--- config.mk ---
export PLATFORM = sky130hd
export DESIGN_NAME = qadd_arb_flat
export DESIGN_NICKNAME = d
export VERILOG_FILES = /design/src/rtl/qadd_arb_if.sv /design/src/rtl/qadd_arb.sv /design/src/flat_wrapper.sv
export SDC_FILE = /design/constraint.sdc
export NUM_CORES = 1
export LEC_CHECK = 0
export BUFFER_PORTS_ARGS = -buffer_cell sky130_fd_sc_hd__buf_2
export CORE_ASPECT_RATIO = 0.75
export CORE_MARGIN = 2
export CORE_UTILIZATION = 30
export CTS_CLUSTER_DIAMETER = 30
export DETAILED_ROUTE_END_ITERATION = 8
export SYNTH_ARGS = -nofsm -noshare
export SYNTH_HDL_FRONTEND = slang
export SYNTH_SLANG_ARGS = --single-unit
--- constraint.sdc ---
create_clock -name clk -period 5.5 [get_ports clk]
set_clock_uncertainty 0.2 [all_clocks]
set_input_delay 0.825 -clock clk [delete_from_list [all_inputs] [get_ports clk]]
set_output_delay 0.825 -clock clk [all_outputs]
set_load 0.1 [all_outputs]
--- src/rtl/qadd_arb_if.sv ---
// Request/result bundle between the adder clients and the shared qadd_arb scheduler.
// The slave modport is the scheduler side; master is the client/consumer side.
interface qadd_arb_if #(
   parameter int unsigned N  = 4,
   parameter int unsigned W  = 32,
   parameter int unsigned IW = $clog2(N)
);
   logic [N-1:0]   req_valid;
   logic [N-1:0]   req_ready;
   logic [N*W-1:0] req_a;
   logic [N*W-1:0] req_b;
   logic           res_valid;
   logic           res_ready;
   logic [W-1:0]   res_data;
   logic [IW-1:0]  res_id;
   logic           res_ovf;
   logic           busy;

   modport master (
      output req_valid, req_a, req_b, res_ready,
      input  req_ready, res_valid, res_data, res_id, res_ovf, busy
   );

   modport slave (
      input  req_valid, req_a, req_b, res_ready,
      output req_ready, res_valid, res_data, res_id, res_ovf, busy
   );
endinterface

--- src/rtl/qadd_arb.sv ---
// Round-robin scheduler sharing one sign-magnitude adder among N requesters.
// One operation in flight: IDLE grants and captures, CALC adds, RESP holds the result.
module qadd_arb #(
   parameter int unsigned N = 4,
   parameter int unsigned W = 32
) (
   input  logic         clk,
   input  logic         rst_n,
   qadd_arb_if.slave    bus_io
);
   localparam int unsigned IW = $clog2(N);
   localparam logic [IW:0] NumReq = (IW+1)'(N);

   typedef enum logic [1:0] {StIdle, StCalc, StResp} state_e;

   state_e        state_q, state_d;
   logic [IW-1:0] rr_ptr_q, rr_ptr_d;
   logic [IW-1:0] gnt_q, gnt_d;
   logic [W-1:0]  opa_q, opa_d, opb_q, opb_d;
   logic [W-1:0]  res_data_q, res_data_d;
   logic [IW-1:0] res_id_q, res_id_d;
   logic          res_ovf_q, res_ovf_d;

   // Round-robin pick: rotate so rr_ptr sits at bit 0, take lowest set bit, rotate back.
   logic [N-1:0]  rot;
   logic          gnt_found;
   logic [IW:0]   gnt_off, gnt_sum;
   logic [IW-1:0] gnt_idx;
   logic [W-1:0]  sel_a, sel_b;

   always_comb begin
      rot       = N'({bus_io.req_valid, bus_io.req_valid} >> rr_ptr_q);
      gnt_found = |rot;
      gnt_off   = '0;
      for (int i = N - 1; i >= 0; i--) begin
         if (rot[i]) gnt_off = (IW+1)'(i);
      end
      gnt_sum = {1'b0, rr_ptr_q} + gnt_off;
      gnt_idx = (gnt_sum >= NumReq) ? IW'(gnt_sum - NumReq) : gnt_sum[IW-1:0];
      sel_a   = '0;
      sel_b   = '0;
      for (int i = 0; i < N; i++) begin
         if (gnt_idx == IW'(i)) begin
            sel_a = bus_io.req_a[i*W +: W];
            sel_b = bus_io.req_b[i*W +: W];
         end
      end
   end

   // Sign-magnitude adder on the captured operands.
   logic           sa, sb, sum_sgn, sum_ovf;
   logic [W-2:0]   ma, mb, sum_mag;
   logic [W-1:0]   mag_add;

   always_comb begin
      sa      = opa_q[W-1];
      sb      = opb_q[W-1];
      ma      = opa_q[W-2:0];
      mb      = opb_q[W-2:0];
      mag_add = {1'b0, ma} + {1'b0, mb};
      sum_mag = '0;
      sum_sgn = 1'b0;
      sum_ovf = 1'b0;
      if (sa == sb) begin
         sum_mag = mag_add[W-2:0];
         sum_sgn = sa;
         sum_ovf = mag_add[W-1];
      end else if (ma >= mb) begin
         sum_mag = ma - mb;
         sum_sgn = sa;
      end else begin
         sum_mag = mb - ma;
         sum_sgn = sb;
      end
      if (sum_mag == '0) sum_sgn = 1'b0;
   end

   always_comb begin
      state_d    = state_q;
      rr_ptr_d   = rr_ptr_q;
      gnt_d      = gnt_q;
      opa_d      = opa_q;
      opb_d      = opb_q;
      res_data_d = res_data_q;
      res_id_d   = res_id_q;
      res_ovf_d  = res_ovf_q;
      unique case (state_q)
         StIdle: begin
            if (gnt_found) begin
               state_d  = StCalc;
               opa_d    = sel_a;
               opb_d    = sel_b;
               gnt_d    = gnt_idx;
               rr_ptr_d = (gnt_idx == IW'(N - 1)) ? '0 : gnt_idx + 1'b1;
            end
         end
         StCalc: begin
            state_d    = StResp;
            res_data_d = {sum_sgn, sum_mag};
            res_ovf_d  = sum_ovf;
            res_id_d   = gnt_q;
         end
         StResp: begin
            if (bus_io.res_ready) state_d = StIdle;
         end
         default: state_d = StIdle;
      endcase
   end

   always_ff @(posedge clk or negedge rst_n) begin
      if (!rst_n) begin
         state_q    <= StIdle;
         rr_ptr_q   <= '0;
         gnt_q      <= '0;
         opa_q      <= '0;
         opb_q      <= '0;
         res_data_q <= '0;
         res_id_q   <= '0;
         res_ovf_q  <= 1'b0;
      end else begin
         state_q    <= state_d;
         rr_ptr_q   <= rr_ptr_d;
         gnt_q      <= gnt_d;
         opa_q      <= opa_d;
         opb_q      <= opb_d;
         res_data_q <= res_data_d;
         res_id_q   <= res_id_d;
         res_ovf_q  <= res_ovf_d;
      end
   end

   // Gated by rst_n so req_ready is low while reset is held, even with valids asserted.
   assign bus_io.req_ready = (rst_n && state_q == StIdle && gnt_found) ? (N'(1) << gnt_idx) : '0;
   assign bus_io.res_valid = (state_q == StResp);
   assign bus_io.busy      = (state_q != StIdle);
   assign bus_io.res_data  = res_data_q;
   assign bus_io.res_id    = res_id_q;
   assign bus_io.res_ovf   = res_ovf_q;

endmodule

--- src/flat_wrapper.sv ---
// flat-port wrapper written by rule: the top's interface ports become plain ports
module qadd_arb_flat 
#(
   parameter int unsigned N = 4,
   parameter int unsigned W = 32
)
  (clk, rst_n, bus_io_req_valid, bus_io_req_a, bus_io_req_b, bus_io_res_ready, bus_io_req_ready, bus_io_res_valid, bus_io_res_data, bus_io_res_id, bus_io_res_ovf, bus_io_busy);
  qadd_arb_if #(.N(N), .W(W)) bus_io_i ();
  input  logic clk;
  input  logic rst_n;
  input wire logic [$bits(bus_io_i.req_valid)-1:0] bus_io_req_valid;
  input wire logic [$bits(bus_io_i.req_a)-1:0] bus_io_req_a;
  input wire logic [$bits(bus_io_i.req_b)-1:0] bus_io_req_b;
  input wire logic [$bits(bus_io_i.res_ready)-1:0] bus_io_res_ready;
  output wire logic [$bits(bus_io_i.req_ready)-1:0] bus_io_req_ready;
  output wire logic [$bits(bus_io_i.res_valid)-1:0] bus_io_res_valid;
  output wire logic [$bits(bus_io_i.res_data)-1:0] bus_io_res_data;
  output wire logic [$bits(bus_io_i.res_id)-1:0] bus_io_res_id;
  output wire logic [$bits(bus_io_i.res_ovf)-1:0] bus_io_res_ovf;
  output wire logic [$bits(bus_io_i.busy)-1:0] bus_io_busy;
  assign bus_io_i.req_valid = bus_io_req_valid;
  assign bus_io_i.req_a = bus_io_req_a;
  assign bus_io_i.req_b = bus_io_req_b;
  assign bus_io_i.res_ready = bus_io_res_ready;
  assign bus_io_req_ready = bus_io_i.req_ready;
  assign bus_io_res_valid = bus_io_i.res_valid;
  assign bus_io_res_data = bus_io_i.res_data;
  assign bus_io_res_id = bus_io_i.res_id;
  assign bus_io_res_ovf = bus_io_i.res_ovf;
  assign bus_io_busy = bus_io_i.busy;
  qadd_arb #(.N(N), .W(W)) u_core (.clk(clk), .rst_n(rst_n), .bus_io(bus_io_i));
endmodule
---- Word-level counts from Yosys, hierarchy flattened ----
Cells that the tools add are included.
operators by class
  eq/ne operators ......................... 8
  shift operators ......................... 2
  muxes and demuxes ....................... 24
  add/subtract/negate cells ............... 6
  reductions and logical operators ........ 9
  magnitude comparators ................... 2
operators by type and width
  kind                 number
  $mux 32              8
  $mux 31              2
  $sub 31x31->31       2
  $add 31x31->32       1
  $ge 31x31->1         1
  $logic_not 31->1     1
  $mux 2               5
  $mux 3               3
  $shr 8x2->4          1
  $eq 2x2->1 const B   3
  $pmux 2 s3           1
  $eq 2x1->1 const B   2
  $logic_not 2->1      2
  $mux 1               4
  $mux 4               1
  $reduce_and 2->1     2
  $reduce_or 4->1      1
  $shl 1x2->4 const A  1
  $add 2x3->3          1
  $ge 3x3->1 const B   1
  $add 2x1->2 const B  1
  $logic_and 1x1->1    2
  $ne 2x1->1 const B   1
  $ne 2x2->1 const B   1
  other kinds (3)      3
storage, ports and cells
  output and inout bits ................... 41
  input port bits ......................... 263
  register bits after elaboration ......... 105

---- Longest topological paths before layout ----
  word-level depth ........................ 13
  mapped depth ............................ 18

---- Worst setup path after synthesis ----
OpenSTA, ideal clock, no wires.
  kind .................................... input to output
  start ................................... input bus_io_req_valid[1]
  end ..................................... output bus_io_req_ready[1]
  data arrival time ....................... 3.568 ns
  buffers on the path ..................... 2
  required time ........................... 4.475 ns
  slack ................................... 0.907 ns
  stages .................................. 12
  cells stage by stage .................... inv_1 -> or3_1 -> o21ai_0 -> o21ai_0 -> o221ai_1 -> ha_1 -> xor2_1 -> xnor2_1 -> ha_1 -> clkbuf_1 -> clkbuf_1 -> and3_1
on the way
  longest elaborated chain between the ends .. 10
RTL lines
  item                                              RTL line            source
  start: declaration                                flat_wrapper.sv:11  input wire logic [$bits(bus_io_i.req_valid)-1:0] bus_io_req_valid;
  $shr 8x2->4 (*)                                   qadd_arb.sv:32      rot = N'({bus_io.req_valid, bus_io.req_valid} >> rr_ptr_q);
  $mux 2                                            qadd_arb.sv:36      if (rot[i]) gnt_off = (IW+1)'(i);
  $mux 3 (3 in a row)                               qadd_arb.sv:36
  $add 2x3->3                                       qadd_arb.sv:38      gnt_sum = {1'b0, rr_ptr_q} + gnt_off;
  $ge 3x3->1 / $sub 2x1->2 (equally long branches)  qadd_arb.sv:39      gnt_idx = (gnt_sum >= NumReq) ? IW'(gnt_sum - NumReq) : gnt_sum[IW-1:0];
  $mux 2                                            qadd_arb.sv:39
  $shl 1x2->4                                       qadd_arb.sv:133     assign bus_io.req_ready = (rst_n && state_q == StIdle && gnt_found) ? (N'(1) << gnt_idx) : '0;
  $mux 4 (*)                                        qadd_arb.sv:133
  end: declaration                                  flat_wrapper.sv:15  output wire logic [$bits(bus_io_i.req_ready)-1:0] bus_io_req_ready;
Every way passes the cells marked *; elsewhere a longest branch is shown, timed or not.

---- Final worst setup path ----
  start ................................... register u_core.opb_q[18]
  end ..................................... register u_core.res_data_q[31], in the netlist u_core.bus_io.res_data[31]
on the way
  longest elaborated chain between the ends .. 5
RTL lines
  item                                    RTL line         source
  start: declaration                      qadd_arb.sv:19   logic [W-1:0] opa_q, opa_d, opb_q, opb_d;
  start signal: assignment                qadd_arb.sv:125  opb_q <= opb_d;
  $sub 31x31->31 (tied with other cells)  qadd_arb.sv:72   sum_mag = mb - ma;
  $mux 31                                 qadd_arb.sv:68   end else if (ma >= mb) begin
  $mux 31                                 qadd_arb.sv:64   if (sa == sb) begin
  $logic_not 31->1                        qadd_arb.sv:75   if (sum_mag == '0) sum_sgn = 1'b0;
  $mux 1 (*)                              qadd_arb.sv:75
  end signal: assignment                  qadd_arb.sv:126  res_data_q <= res_data_d;
  end: declaration                        qadd_arb.sv:20   logic [W-1:0] res_data_q, res_data_d;
Marks and branches as above.
A chain may end at the register's enable or synchronous reset.

==> summary.md <==
| Metric | Value |
|---|---|
| Post-DP HPWL | 39820 um |
| I/O Buffers | 303 |
| Initial Util | 0.3026 |
| CTS resizes | 0 |
| Setup repair after global routing missed its margin | false |
| Fmax | 0.2044 GHz |
| Mapped cell area | 11130 um^2 |
| Adder-cell share of the synthesized area | 0.1234 |
| Total grt overflow | 0 |
| FILL cells | 3996 |
| Worst-Skew Late Latency | 0.37 ns |
| Area of the multi-input gates | 7764 um^2 |
| Crit Path Class | flop to flop |
| Synth Net Count | 1891 |
| Core ar. | 36790 um^2 |
| Remaining DRCs | 0 |
| Die W | 226.4 um |
| # clock sinks | 105 |
| Overall routing resource usage | 0.2443 |
| Area growth from synthesis to layout | 21.75% |
| Pre-antenna DRT Iters | 5 |
| Tightest Hold Check Type | flop to flop |
| Most frequent cells in the layout | buf_2 (302), a21oi_1 (230), nor2_1 (222) |
| Slew Viols, Final | 0 |
| Mux share of post-synthesis cell area | 0.008654 |
| Worst Max-Slew Pin Slew | 1.079 ns |
| Wire per inst | 21.03 um |
| Arr. time, crit path | 4.92 ns |
| Sequential fraction of the synthesis area | 0.2360 |
| Final Hold Vio Count | 0 |
| Outcome | finished, final reports clean |
| Via Count | 12730 |
| First-pass GRT wire length | 71420 um |
| Slew HR | 0.2619 |
| Final min period | 4.893 ns |
| Die area | 38680 um^2 |
| CTS buffer count | 9 |
| Asr flop ratio synth | 1.000 |
| Routed wire length | 48160 um |
| Max Cap Viol | 0 |
| Compound-Gate Fraction of Synth Area | 0.3556 |
| CP max stage delay | 0.95 ns |
| Crit path buf inv count | 2 |
| Vias per inst | 5.559 |
| GP Congestion | 1.042 |
| Data required time of the worst path | 5.53 ns |
| Seq. cell area | 2628 um^2 |
| Synth Instances | 1520 |
| Synth cell types | 82 |
| Largest family of logic cells by synthesized area | compound AO/OA/AOI/OAI gates |
| Post-Syn Area per Cell | 7.324 um^2 |
| Largest net degree at the start of global routing | 130 |
| Die extent in y | 170.8 um |
| Setup TNS | 0 ns |
| Post-CTS Hold Buffers | 0 |
| Drt initial violations | 1515 |
| Delay-heaviest family, CP | compound AO/OA/AOI/OAI gates |
| Slowest-stage cell, CP | a2111oi_0 |
| Vias in the first global route | 11801 |
| Simple-gate share of the synthesized area | 0.1798 |
| Synth warn | 0 |
| Primary FF master, synth | dfrtp_1 |
| IO Pins | 304 |
| Xor-xnor portion of the synthesized cell area | 0.02517 |
| Clock Path Buffers | 2 |
| Post-CTS setup buffer count | 0 |
| Setup violators final | 0 |
| Nets | 2143 |
| Share of layout cells above drive strength 1 | 0.2217 |
| Commonest non-fill, non-tap cell in the layout | buf_2 |
| Crit-path max FO | 14 |
| Initial antenna violation count | 10 |
| EDFF count, synth | 0 |
| DRT antenna net count | 0 |
| Yosys reg bits | 105 |
| CP endpoint kind | flop |
| CP Launch Type | flop |
| WHS | 0.2783 ns |
| H-tree Lvls | 3 |
| Most frequent CP cell | nand4_1 |
| Num rows | 61 |
| TritonCTS clock tree | done |
| Final Cycle Share | 0.8896 |
| Clk Tree Root Cell | clkbuf_16 |
| CP Cell Sequence | inv_1, ha_1, nand4_1, or2_1, nor2_1, o21a_1, o21ai_2, buf_4, a2111oi_0, o32ai_1, xnor2_1, and4_1, nand4_1, nor4_1, a31oi_1 |
| Register clock-pin slew on the reported worst setup and hold paths | 0.08 ns |
==> synthesized netlist by cell type (15+ instances only) <==
cell type,number,area (um^2)
a211oi_1,70,525.5
a21o_1,20,150.1
a21oi_1,230,1151
a22oi_1,66,495.5
a31oi_1,16,100.1
buf_2,17,85.08
clkbuf_1,77,289.0
dfrtp_1,105,2628
ha_1,105,1314
inv_1,96,360.4
nand2_1,84,315.3
nand3_1,17,85.08
nand4_1,23,143.9
nor2_1,222,833.3
nor2b_1,15,93.84
nor3_1,16,80.08
o211ai_1,15,112.6
o21a_1,15,112.6
o21ai_0,81,405.4
o21bai_1,20,150.1
xnor2_1,24,210.2
==> routing by layer <==
layer  part of all wire  vias up  track usage
met2               0.40      671       0.3276
met5            0.00027        -            0
met1               0.48     5957       0.3682
met3              0.097       65      0.06474
li1                   -     6035            -
met4              0.025        2      0.08438
==> path summary, 6_finish.rpt <==
path | start | endpoint | cells past startpoint | slack (ns)
setup / recovery | u_core.opb_q[18]$_DFFE_PN0P_ | u_core.bus_io.res_data[31]$_DFFE_PN0N_ | 15 | 0.61
hold / removal | u_core.bus_io.res_data[17]$_DFFE_PN0N_ | u_core.bus_io.res_data[17]$_DFFE_PN0N_ | 2 | 0.28
setup reg to reg | u_core.opb_q[18]$_DFFE_PN0P_ | u_core.bus_io.res_data[31]$_DFFE_PN0N_ | 15 | 0.61
hold reg to reg | u_core.bus_io.res_data[17]$_DFFE_PN0N_ | u_core.bus_io.res_data[17]$_DFFE_PN0N_ | 2 | 0.28
max in group asynchronous | rst_n | u_core.opa_q[29]$_DFFE_PN0P_ | 2 | 3.58
min in group asynchronous | rst_n | u_core.opa_q[3]$_DFFE_PN0P_ | 1 | 0.35
==> final cells by class <==
class | count | share of cell area
timing repair buffer | 348 | 0.1379
sequential | 105 | 0.1939
antenna | 9 | 0.001662
multi-input combinational | 1212 | 0.5728
clock buffer | 12 | 0.01819
inverter | 96 | 0.02659
clock inverter | 4 | 0.002492
tap | 504 | 0.04652
==> cells by family (layout without fill, tap and decap cells) <==
family,after synthesis,count (layout)
AO/OA/AOI/OAI,621,621
AND/OR/NAND/NOR,442,442
buffers and inverters,203,460
adder cells (fa/ha/maj),108,108
flip-flops,105,105
XOR/XNOR,32,32
multiplexers,9,9
other,0,9
==> flip-flops by register name (all words and copies together) (netlist names) <==
| register | flops |
|---|---|
| u_core.bus_io.res_data | 32 |
| u_core.gnt_q | 2 |
| u_core.opa_q | 32 |
| u_core.bus_io.res_id | 2 |
| u_core.bus_io.res_ovf | 1 |
| u_core.state_q | 2 |
| u_core.rr_ptr_q | 2 |
| u_core.opb_q | 32 |
==> stage by stage <==
step	setup WS, ns	utilization	area, um^2	cells
6_report	0.6073	0.3684	13550	2290
5_1_grt	0.4389	0.3684	13550	2289
4_1_cts	0.9330	0.3678	13530	2281
3_5_place_dp	0.9439	0.3602	13250	2265
3_3_place_gp	0.9188	0.3602	13250	2265
2_1_floorplan	0.9065	-	11130	1520
==> tightest hold or removal path, delay by kind of cell (launching register included) <==
kind | cells | cell delay [ns]
compound gates | 1 | 0.06
flops | 1 | 0.34
simple gates | 1 | 0.04
Power is left out: the tool's default activity adds up to more than one toggle a clock period on the data nets, which glitch-free logic cannot reach.
